`config.mk`:
```
export PLATFORM = sky130hd
export DESIGN_NAME = mem_wb_stage_hs
export DESIGN_NICKNAME = d
export VERILOG_FILES = /design/src/rtl/mem_wb_stage_hs.sv
export SDC_FILE = /design/constraint.sdc
export NUM_CORES = 1
export LEC_CHECK = 0
export CAP_MARGIN = 30
export CORE_MARGIN = 5
export CORE_UTILIZATION = 25
export CTS_CLUSTER_DIAMETER = 120
export DETAILED_ROUTE_END_ITERATION = 6
export PLACE_DENSITY = 0.56
export SYNTH_ARGS = -nofsm -noshare
export SYNTH_HDL_FRONTEND = slang
export SYNTH_SLANG_ARGS = --single-unit
```
`constraint.sdc`:
```
create_clock -name clk -period 2.34 [get_ports clk]
set_clock_uncertainty 0.2 [all_clocks]
set_input_delay 0.468 -clock clk [delete_from_list [all_inputs] [get_ports clk]]
set_output_delay 0.468 -clock clk [all_outputs]
set_load 0.1 [all_outputs]
```
`src/rtl/mem_wb_stage_hs.sv`:
```
// MEM-stage controller with a req/ack data-memory handshake, branch/jump/return
// resolution, timeout watchdog and the MEM/WB pipeline register.
module mem_wb_stage_hs #(
    parameter int DW      = 32,
    parameter int AW      = 5,
    parameter int WBW     = 4,
    parameter int TIMEOUT = 15
) (
    input  logic           clk,
    input  logic           rst,
    input  logic           ex_valid,
    output logic           ex_ready,
    input  logic           ex_ld,
    input  logic           ex_st,
    input  logic           ex_ret,
    input  logic           ex_jmp,
    input  logic [2:0]     ex_br_cond,
    input  logic [3:0]     ex_flags,
    input  logic [DW-1:0]  ex_alu,
    input  logic [DW-1:0]  ex_sdata,
    input  logic [DW-1:0]  ex_baddr,
    input  logic [DW-1:0]  ex_jaddr,
    input  logic [WBW-1:0] ex_wb,
    input  logic [AW-1:0]  ex_waddr,
    output logic           mem_req,
    output logic           mem_we,
    output logic [DW-1:0]  mem_addr,
    output logic [DW-1:0]  mem_wdata,
    input  logic [DW-1:0]  mem_rdata,
    input  logic           mem_ack,
    output logic           redirect_valid,
    output logic [DW-1:0]  redirect_pc,
    output logic           bus_err,
    output logic           wb_valid,
    output logic [WBW-1:0] wb_wb,
    output logic [DW-1:0]  wb_mdata,
    output logic [DW-1:0]  wb_alu,
    output logic [AW-1:0]  wb_waddr
);

    typedef enum logic {S_IDLE, S_WAIT} state_t;

    localparam int CW = (TIMEOUT > 1) ? $clog2(TIMEOUT) : 1;
    localparam logic [CW-1:0] CNT_LAST = CW'((TIMEOUT > 0) ? (TIMEOUT - 1) : 0);
    localparam logic WDOG_EN = (TIMEOUT > 0);

    state_t          r_state;
    logic [CW-1:0]   r_cnt;
    logic            r_mem_req;
    logic            r_mem_we;
    logic [DW-1:0]   r_mem_addr;
    logic [DW-1:0]   r_mem_wdata;
    logic            r_bus_err;
    logic            r_wb_valid_p1;
    logic [WBW-1:0]  r_wb_wb_p1;
    logic [DW-1:0]   r_wb_mdata_p1;
    logic [DW-1:0]   r_wb_alu_p1;
    logic [AW-1:0]   r_wb_waddr_p1;

    logic            w_mem_op;
    logic            w_ack;
    logic            w_abort;
    logic            w_retire;
    logic            w_taken;
    logic            w_unused;

    function automatic logic f_taken(input logic [2:0] cond, input logic z, input logic n);
        logic t;
        case (cond)
            3'b001:  t = z;
            3'b010:  t = ~z;
            3'b011:  t = z | n;
            3'b100:  t = ~z & ~n;
            3'b101:  t = n & ~z;
            3'b110:  t = ~n;
            default: t = 1'b0;
        endcase
        return t;
    endfunction

    assign w_unused = ^ex_flags[3:2];
    assign w_mem_op = ex_ld | ex_st | ex_ret;
    assign w_ack    = (r_state == S_WAIT) & mem_ack;
    // An ack arriving in the last watchdog cycle takes precedence over the abort.
    assign w_abort  = WDOG_EN & (r_state == S_WAIT) & ~mem_ack & (r_cnt == CNT_LAST);
    assign ex_ready = (r_state == S_IDLE) ? ~(ex_valid & w_mem_op) : (mem_ack | w_abort);
    assign w_retire = ex_valid & ex_ready;
    assign w_taken  = f_taken(ex_br_cond, ex_flags[0], ex_flags[1]);

    assign redirect_valid = w_retire & ~w_abort & (ex_ret | ex_jmp | w_taken);
    assign redirect_pc    = ex_ret ? mem_rdata : (ex_jmp ? ex_jaddr : ex_baddr);

    assign mem_req   = r_mem_req;
    assign mem_we    = r_mem_we;
    assign mem_addr  = r_mem_addr;
    assign mem_wdata = r_mem_wdata;
    assign bus_err   = r_bus_err;

    // stage p0 -> memory handshake FSM
    always_ff @(posedge clk or negedge rst) begin
        if (!rst) begin
            r_state     <= S_IDLE;
            r_cnt       <= '0;
            r_mem_req   <= 1'b0;
            r_mem_we    <= 1'b0;
            r_mem_addr  <= '0;
            r_mem_wdata <= '0;
            r_bus_err   <= 1'b0;
        end else begin
            r_bus_err <= 1'b0;
            case (r_state)
                S_IDLE: begin
                    if (ex_valid & w_mem_op) begin
                        r_mem_req   <= 1'b1;
                        r_mem_we    <= ex_st;
                        r_mem_addr  <= ex_alu;
                        r_mem_wdata <= ex_sdata;
                        r_cnt       <= '0;
                        r_state     <= S_WAIT;
                    end
                end
                S_WAIT: begin
                    if (mem_ack | w_abort) begin
                        r_mem_req <= 1'b0;
                        r_mem_we  <= 1'b0;
                        r_bus_err <= w_abort;
                        r_state   <= S_IDLE;
                    end else begin
                        r_cnt <= r_cnt + CW'(1);
                    end
                end
                default: r_state <= S_IDLE;
            endcase
        end
    end

    // stage p1 -> MEM/WB register
    always_ff @(posedge clk or negedge rst) begin
        if (!rst) begin
            r_wb_valid_p1 <= 1'b0;
            r_wb_wb_p1    <= '0;
            r_wb_mdata_p1 <= '0;
            r_wb_alu_p1   <= '0;
            r_wb_waddr_p1 <= '0;
        end else begin
            r_wb_valid_p1 <= w_retire;
            if (w_retire) begin
                r_wb_wb_p1    <= w_abort ? '0 : ex_wb;
                r_wb_mdata_p1 <= (w_ack & (ex_ld | ex_ret)) ? mem_rdata : '0;
                r_wb_alu_p1   <= ex_alu;
                r_wb_waddr_p1 <= ex_waddr;
            end
        end
    end

    assign wb_valid = r_wb_valid_p1;
    assign wb_wb    = r_wb_wb_p1;
    assign wb_mdata = r_wb_mdata_p1;
    assign wb_alu   = r_wb_alu_p1;
    assign wb_waddr = r_wb_waddr_p1;

endmodule

```
* Word level (Yosys, flattened, before mapping) *
Cells that the tools add are included.

cells by class
  add/sub/neg operators = 1
  equal/unequal tests = 10
  muxes and demuxes = 19
  bitwise operators = 23
  reduce and logical (&&, ||, !) cells = 3

operators with widths
  cell                                                   count
  two-way mux 32 bit                                     3
  two-way mux 4 bit                                      3
  AND 1 bit                                              10
  == test 3 bit, second input constant                   3
  two-way mux 1 bit                                      8
  one-hot mux 4 bit (2 select lines)                     1
  OR 1 bit                                               7
  == test 3 x 2 -> 1 bit, second input constant          2
  NOT 1 bit                                              6
  one-hot mux 1 bit (2 select lines)                     3
  one-hot mux 1 bit (6 select lines)                     1
  AND reduction 2 bit                                    3
  adder 4 x 1 -> 4 bit, second input constant            1
  == test 4 bit, second input constant                   1
  inequality test 2 x 1 -> 1 bit, second input constant  2
  == test 3 x 1 -> 1 bit, second input constant          1
  inequality test 2 bit, second input constant           1

word-level totals
  flip-flop bits (word level) = 146
  output and inout bits = 175
  word-level logic and storage cells = 68

* Depth between registers and ports, before layout *
Gate-level depths: netlist of the first run.

  depth after elaboration = 8
  depth in mapped cells = 7

* Least setup slack after synthesis of the first run *
Ideal clock, no wire load.

  path type = input to output
  start = input port ex_jmp
  end = output port redirect_pc[10]
  arrival = 3200 ps
  required time = 1672 ps
  path slack = -1528 ps
  stages = 4
  buffers on the path = 2
  path through = clkbuf_1 -> buf_2 -> mux2i_1 -> o21ai_0

between the ends
  word-level cells in the longest chain between the ends = 2

ends and longest elaborated chain
  what                              line  source
  from (decl)                       16    input logic ex_jmp,
  two-way mux 32 bit (2 in series)  91    assign redirect_pc = ex_ret ? mem_rdata : (ex_jmp ? ex_jaddr : ex_baddr);
  to (decl)                         32    output logic [DW-1:0] redirect_pc,

Every way passes these cells.

* Final worst setup path of the first run *
  start = register r_state
  end = output port redirect_valid

between the ends
  word-level cells in the longest chain between the ends = 7

ends and longest elaborated chain
  what                         line  source
  from (decl)                  47    state_t r_state;
  from (signal assigned)       102   r_state <= S_IDLE;
  from (signal assigned)       119   r_state <= S_WAIT;
  from (signal assigned)       127   r_state <= S_IDLE;
  AND 1 bit (2 in series)      85    assign w_abort = WDOG_EN & (r_state == S_WAIT) & ~mem_ack & (r_cnt == CNT_LAST);
  OR 1 bit                     86    assign ex_ready = (r_state == S_IDLE) ? ~(ex_valid & w_mem_op) : (mem_ack | w_abort);
  two-way mux 1 bit            86
  AND 1 bit                    87    assign w_retire = ex_valid & ex_ready;
  AND 1 bit (*) (2 in series)  90    assign redirect_valid = w_retire & ~w_abort & (ex_ret | ex_jmp | w_taken);
  to (decl)                    31    output logic redirect_valid,

Every way passes the cells marked *; elsewhere a longest branch is shown, timed or not.

==> impl_metrics.ini, run 1 <==
[place]
pre_cts_ws_ns = -0.349
place_congestion = 0.778
dpl.hpwl_um = 17700
port_buffers = 356
dp_cells = 1224

[routing]
first_pass_iters = 4
route.detailed.drc = 0
vias_per_cell = 4.28
postRouteAntennaNets = 0
drt_wl_total_um = 21800
drtIter0Drc = 193
routedWlPerCell_um = 17.3
vias = 5410

[finish]
fin_cells = 1263
layout_common_cells = buf_4 (180), clkdlybuf4s50_1 (170), dfrtp_1 (145)
fin_nets = 1106
multi_input_area_mm2 = 0.00297
drive_above_1_share = 0.373
nFillCells = 2404
synthToLayoutAreaGrowth_pct = 83.0
final_common_cell = buf_4
register_area_mm2 = 0.00365
num_antenna_cells = 0

[power_and_ir_drop]
p_int_w = 0.00640
p_per_area_mw_per_mm2 = 1150
clkPwrFrac = 0.189
p_sw_frac = 0.531
power.leakage_nw = 5.38
p_switching_w = 0.00725
p_comb_frac = 0.558
irDropWorstVdd_uv = 749
seqPwrFrac = 0.252

[floorplan]
rows = 58
core-area_mm2 = 0.0253
die_w_um = 171
start_util = 0.255
io_pins = 359
fp.dieH_um = 171
dieArea_mm2 = 0.0292

[timing]
fmax_mhz = 444
setup_violations = 0
hold_slack_ns = 0.285
fin_crit_sh = 0.963
hold_viol = 0
worstMarginPinSlew_ns = 0.571
slew_viol_final = 0
worst_slack_ns = 0.0871
max_slew_margin = 0.620
finalCriticalPeriod_ns = 2.25
rsz0062_at_grt = no

[clock_network]
cts_sinks = 146
numCtsBuffers = 17
path_clk_slew_ns = 0.07
cts_tree = done
insertion_delay_ns = 0.41
cts_htree_levels = 4
cts_buffer_depth = 2
clockRootBuffer = clkbuf_16

[logic_synthesis]
ys_ff_latch = 146
ys_warn_count = 0
netlist_area_mm2 = 0.00647
yosysUniqueCellTypes = 36
yosysSeqAreaShare = 0.565
avgSynthCellArea_um2 = 12.4
syn-instance-count = 522
synth.net_count = 708

[outcome]
status = completed

[critical_path]
cp.arrival_ns = 1.58
critical_path_class = reg2out
endpoint_kind = output pin
cp_max_fo = 5
startpoint_type = flop
crit_required_ns = 1.67

[worst_hold_path]
hold_class = reg2reg

[grt]
grt_pass1_vias = 5826
grt_max_degree = 60
grt_pass1_wl_um = 32800
antenna_found_initial = 0
gr-total-overflow = 0
grt_usage = 0.145

[flow_run]
drv_cap = 0
==> state kept, by name, indices dropped and copies added (netlist names) <==
| register | flops |
|---|---|
| mem_we | 1 |
| wb_wb | 4 |
| bus_err | 1 |
| wb_waddr | 5 |
| mem_addr | 32 |
| wb_alu | 32 |
| mem_req | 1 |
| wb_valid | 1 |
| r_cnt | 4 |
| r_state | 1 |
| mem_wdata | 32 |
| wb_mdata | 32 |
==> cell families (layout without fill, tap and decap cells) <==
kind of cell | Yosys count | in the layout | share of synthesized area
multiplexers | 166 | 166 | 0.276
flip-flops | 146 | 146 | 0.565
AND/OR/NAND/NOR | 88 | 88 | 0.0572
buffers and inverters | 67 | 478 | 0.0489
AO/OA/AOI/OAI | 53 | 53 | 0.0489
adder cells (fa/ha/maj) | 2 | 2 | 0.00387
==> area by class of cell <==
class | instances | area share
Timing Repair Buffer | 409 | 0.346
Tap cell | 330 | 0.0349
Clock inverter | 13 | 0.0101
Clock buffer | 19 | 0.0374
Sequential cell | 146 | 0.309
Inverter | 37 | 0.0117
Multi-Input combinational cell | 309 | 0.251
==> power groups by stage <==
| stage | Sequential [W] | Combinational [W] | Clock (W) |
|---|---|---|---|
| global placement | 0.00348 | 0.00762 | 0 |
| detailed placement | 0.00350 | 0.00764 | 0 |
| global route | 0.00353 | 0.00787 | 0.00277 |
| CTS | 0.00346 | 0.00768 | 0.00268 |
| finish | 0.00345 | 0.00762 | 0.00258 |
| floorplan | 0.00773 | 0.00129 | 0 |
==> metrics by stage <==
step	utilization	total power [W]	instance area [um2]	setup TNS (ns)
2_1_floorplan	-	0.00902	6850	-0.551
6_report	0.468	0.0136	11800	0
3_5_place_dp	0.440	0.0111	11200	-19.16
5_1_grt	0.468	0.0142	11800	0
3_3_place_gp	0.440	0.0111	11200	-18.04
4_1_cts	0.466	0.0138	11800	0
==> synthesized netlist by cell type, drive strengths merged <==
cell type | instances | area share
dfrtp | 146 | 0.56
mux2 | 101 | 0.18
nand2 | 68 | 0.039
mux2i | 65 | 0.10
inv | 37 | 0.021
o21ai | 36 | 0.028
buf | 19 | 0.021
clkbuf | 11 | 0.0064
nor2 | 6 | 0.0035
a22o | 4 | 0.0054
a21oi | 3 | 0.0023
nor3 | 3 | 0.0031
ha | 2 | 0.0039
nand2b | 2 | 0.0019
o2bb2ai | 2 | 0.0027
or3 | 2 | 0.0019
a211oi | 1 | 0.0012
and3 | 1 | 0.00097
and4 | 1 | 0.0014
nand3 | 1 | 0.00077
nand3b | 1 | 0.0012
nor2b | 1 | 0.00097
nor3b | 1 | 0.0012
nor4 | 1 | 0.00097
o211a | 1 | 0.0015
o221a | 1 | 0.0017
o221ai | 1 | 0.0014
o22ai | 1 | 0.00097
o311ai | 1 | 0.0014
o31ai | 1 | 0.0012
o32ai | 1 | 0.0014
==> routing by layer <==
| metal | GRT usage | part of all wire | vias up |
|---|---|---|---|
| met5 | 0 | 0 | - |
| met4 | 0.0524 | 0.024 | 0 |
| met3 | 0.0640 | 0.12 | 25 |
| met2 | 0.246 | 0.49 | 248 |
| met1 | 0.163 | 0.37 | 2552 |
| li1 | - | - | 2585 |
==> final timing paths <==
kind                        startpoint  slack [ns]  cells after the start              to
setup reg to reg              r_cnt[1]        0.23                      7    wb_mdata[17]
min in group asynchronous          rst        0.39                      2   mem_wdata[14]
hold reg to reg            mem_addr[9]        0.28                      1     mem_addr[9]
hold / removal             mem_addr[9]        0.28                      1     mem_addr[9]
max in group asynchronous          rst        0.88                      3       wb_alu[4]
setup / recovery               r_state        0.09                      4  redirect_valid
==> critical path, stage by stage (launching register included) <==
cell and delay (ns):
dfrtp_2 0.44, nand2b_4 0.18, o21ai_4 0.17, o221a_4 0.21, buf_12 0.17
==> what timing repair did <==
item,in CTS,in global routing
endpoints found under the hold margin,54,0
hold buffers,1,0
gates resized for setup,26,7
setup endpoints to repair,2,2
cloned,0,0
pin swaps,4,2
buffers inserted,4,3
No activity file was read; power rests on OpenSTA's default activity.
==> inputs of run 2 (changes only) <==
--- a/config.mk
+++ b/config.mk
@@ -6,11 +6,13 @@
 export NUM_CORES = 1
 export LEC_CHECK = 0
 export CAP_MARGIN = 30
+export CELL_PAD_IN_SITES_DETAIL_PLACEMENT = 0
+export CELL_PAD_IN_SITES_GLOBAL_PLACEMENT = 2
 export CORE_MARGIN = 5
-export CORE_UTILIZATION = 25
+export CORE_UTILIZATION = 23
 export CTS_CLUSTER_DIAMETER = 120
 export DETAILED_ROUTE_END_ITERATION = 6
-export PLACE_DENSITY = 0.56
+export PLACE_DENSITY = 0.8
 export SYNTH_ARGS = -nofsm -noshare
 export SYNTH_HDL_FRONTEND = slang
 export SYNTH_SLANG_ARGS = --single-unit
==> run 2 against run 1 <==
Compared with the run above:
- core utilization fell by 4.4 points
- final area fell by 0.62%
- setup slack got worse by 0.038 ns
- die area rose by 8.2%
- clock power rose by 7%
- clock-buffer cell count fell by 1
- critical endpoint unchanged
- total power rose by 0.90%
- global-route usage fell by 0.74 points
- hold slack improved by 0.0022 ns
- combinational power fell by 0.5%
- via count did not move
==> impl_metrics.ini, run 2 (synthesis results as in run 1) <==
[power_and_ir_drop]
power.leakage_nw = 5.34
p_per_area_mw_per_mm2 = 1170
irDropWorstVdd_uv = 441

[routing]
drt_wl_total_um = 22200
route.detailed.drc = 0
postRouteAntennaNets = 0
routedWlPerCell_um = 17.1
drtIter0Drc = 131
vias = 5410
vias_per_cell = 4.16
first_pass_iters = 4

[floorplan]
rows = 61
start_util = 0.233
die_w_um = 178
dieArea_mm2 = 0.0316
io_pins = 359
core-area_mm2 = 0.0278
fp.dieH_um = 178

[clock_network]
cts_tree = done
numCtsBuffers = 17
path_clk_slew_ns = 0.06
insertion_delay_ns = 0.41
cts_buffer_depth = 2
cts_sinks = 146
clockRootBuffer = clkbuf_16
cts_htree_levels = 4

[timing]
hold_slack_ns = 0.287
hold_viol = 0
worst_slack_ns = 0.0487
worstMarginPinSlew_ns = 0.455
rsz0062_at_grt = no
fmax_mhz = 436
max_slew_margin = 0.697
slew_viol_final = 0
finalCriticalPeriod_ns = 2.29
tns_ns = 0
setup_violations = 0
fin_crit_sh = 0.979

[place]
dpl.hpwl_um = 17600
place_congestion = 0.723
port_buffers = 356
pre_cts_ws_ns = -0.321

[outcome]
status = completed

[critical_path]
endpoint_kind = output pin
cp_max_fo = 2
startpoint_type = input pin
critical_path_class = in2out
cp.arrival_ns = 1.62
crit_required_ns = 1.67

[grt]
antenna_found_initial = 2
grt_max_degree = 58
grt_usage = 0.138
grt_pass1_vias = 5853
gr-total-overflow = 0
grt_pass1_wl_um = 33700

[finish]
final_common_cell = buf_4
synthToLayoutAreaGrowth_pct = 81.9
num_antenna_cells = 0
layout_common_cells = buf_4 (175), clkdlybuf4s50_1 (169), dfrtp_1 (146)
fin_nets = 1096
drive_above_1_share = 0.360

[flow_run]
drv_cap = 0

[worst_hold_path]
hold_class = reg2reg
[run 2: changes by cell type in the layout (fill, tap and decap cells not counted), moves of 2 or more]
cell and change:
clkinvlp_4 -3, buf_4 -5, nand2b_4 -2, inv_8 +2, dlymetal6s2s_1 +2, buf_12 -5, clkbuf_2 -2
[run 2: cell type report]
type	count	area, um2
tap	378	473
fill	2676	16000
sequential	146	3650
timing repair buffer	399	3980
clock buffer	18	429
multi-input combinational	309	2930
clock inverter	14	166
inverter	37	139
[run 2: path summary, 6_finish.rpt]
path                               from              to  slack, ns  depth (start not counted)
hold / removal             mem_addr[29]    mem_addr[29]       0.29                          1
setup reg to reg               r_cnt[0]    wb_mdata[18]       0.25                          8
max in group asynchronous           rst     wb_mdata[0]       0.92                          3
min in group asynchronous           rst      wb_alu[11]       0.34                          2
hold reg to reg            mem_addr[29]    mem_addr[29]       0.29                          1
setup / recovery                  ex_ld  redirect_valid       0.05                          5
[run 2: critical path, cell delays in order]
cell and delay [ns]:
clkdlybuf4s15_1 0.19, or3_4 0.41, o21ai_4 0.18, o221a_4 0.20
buf_12 0.17
[run 2: timing repair]
action	in CTS	in global routing
setup buffers	4	1
hold buffers	1	0
endpoints found under the setup margin	2	2
pin swaps	5	4
resized for setup	16	8
hold endpoints to repair	40	0
[run 2: per-layer routing]
layer | wire [um] | GRT usage | up-vias
met5 | 7 | 0 | -
met4 | 275 | 0.0319 | 2
met3 | 2410 | 0.0616 | 17
met2 | 10400 | 0.230 | 260
met1 | 9070 | 0.163 | 2552
li1 | - | - | 2579
[run 2: metrics by stage]
stage | util | power (W) | std cells | cell area (um2)
5_1_grt | 0.424 | 0.0143 | 1301 | 11800
3_3_place_gp | 0.399 | 0.0110 | 1263 | 11100
4_1_cts | 0.423 | 0.0140 | 1300 | 11700
3_5_place_dp | 0.399 | 0.0111 | 1263 | 11100
6_report | 0.424 | 0.0138 | 1301 | 11800
2_1_floorplan | - | 0.00902 | 522 | 6850
[run 2: power by group]
| part | switching [W] | total, W | internal, W | leakage [nW] |
|---|---|---|---|---|
| sequential | 0.000310 | 0.00343 | 0.00312 | 1.79 |
| combinational | 0.00576 | 0.00758 | 0.00182 | 3.26 |
| clock | 0.00124 | 0.00277 | 0.00153 | 0.292 |
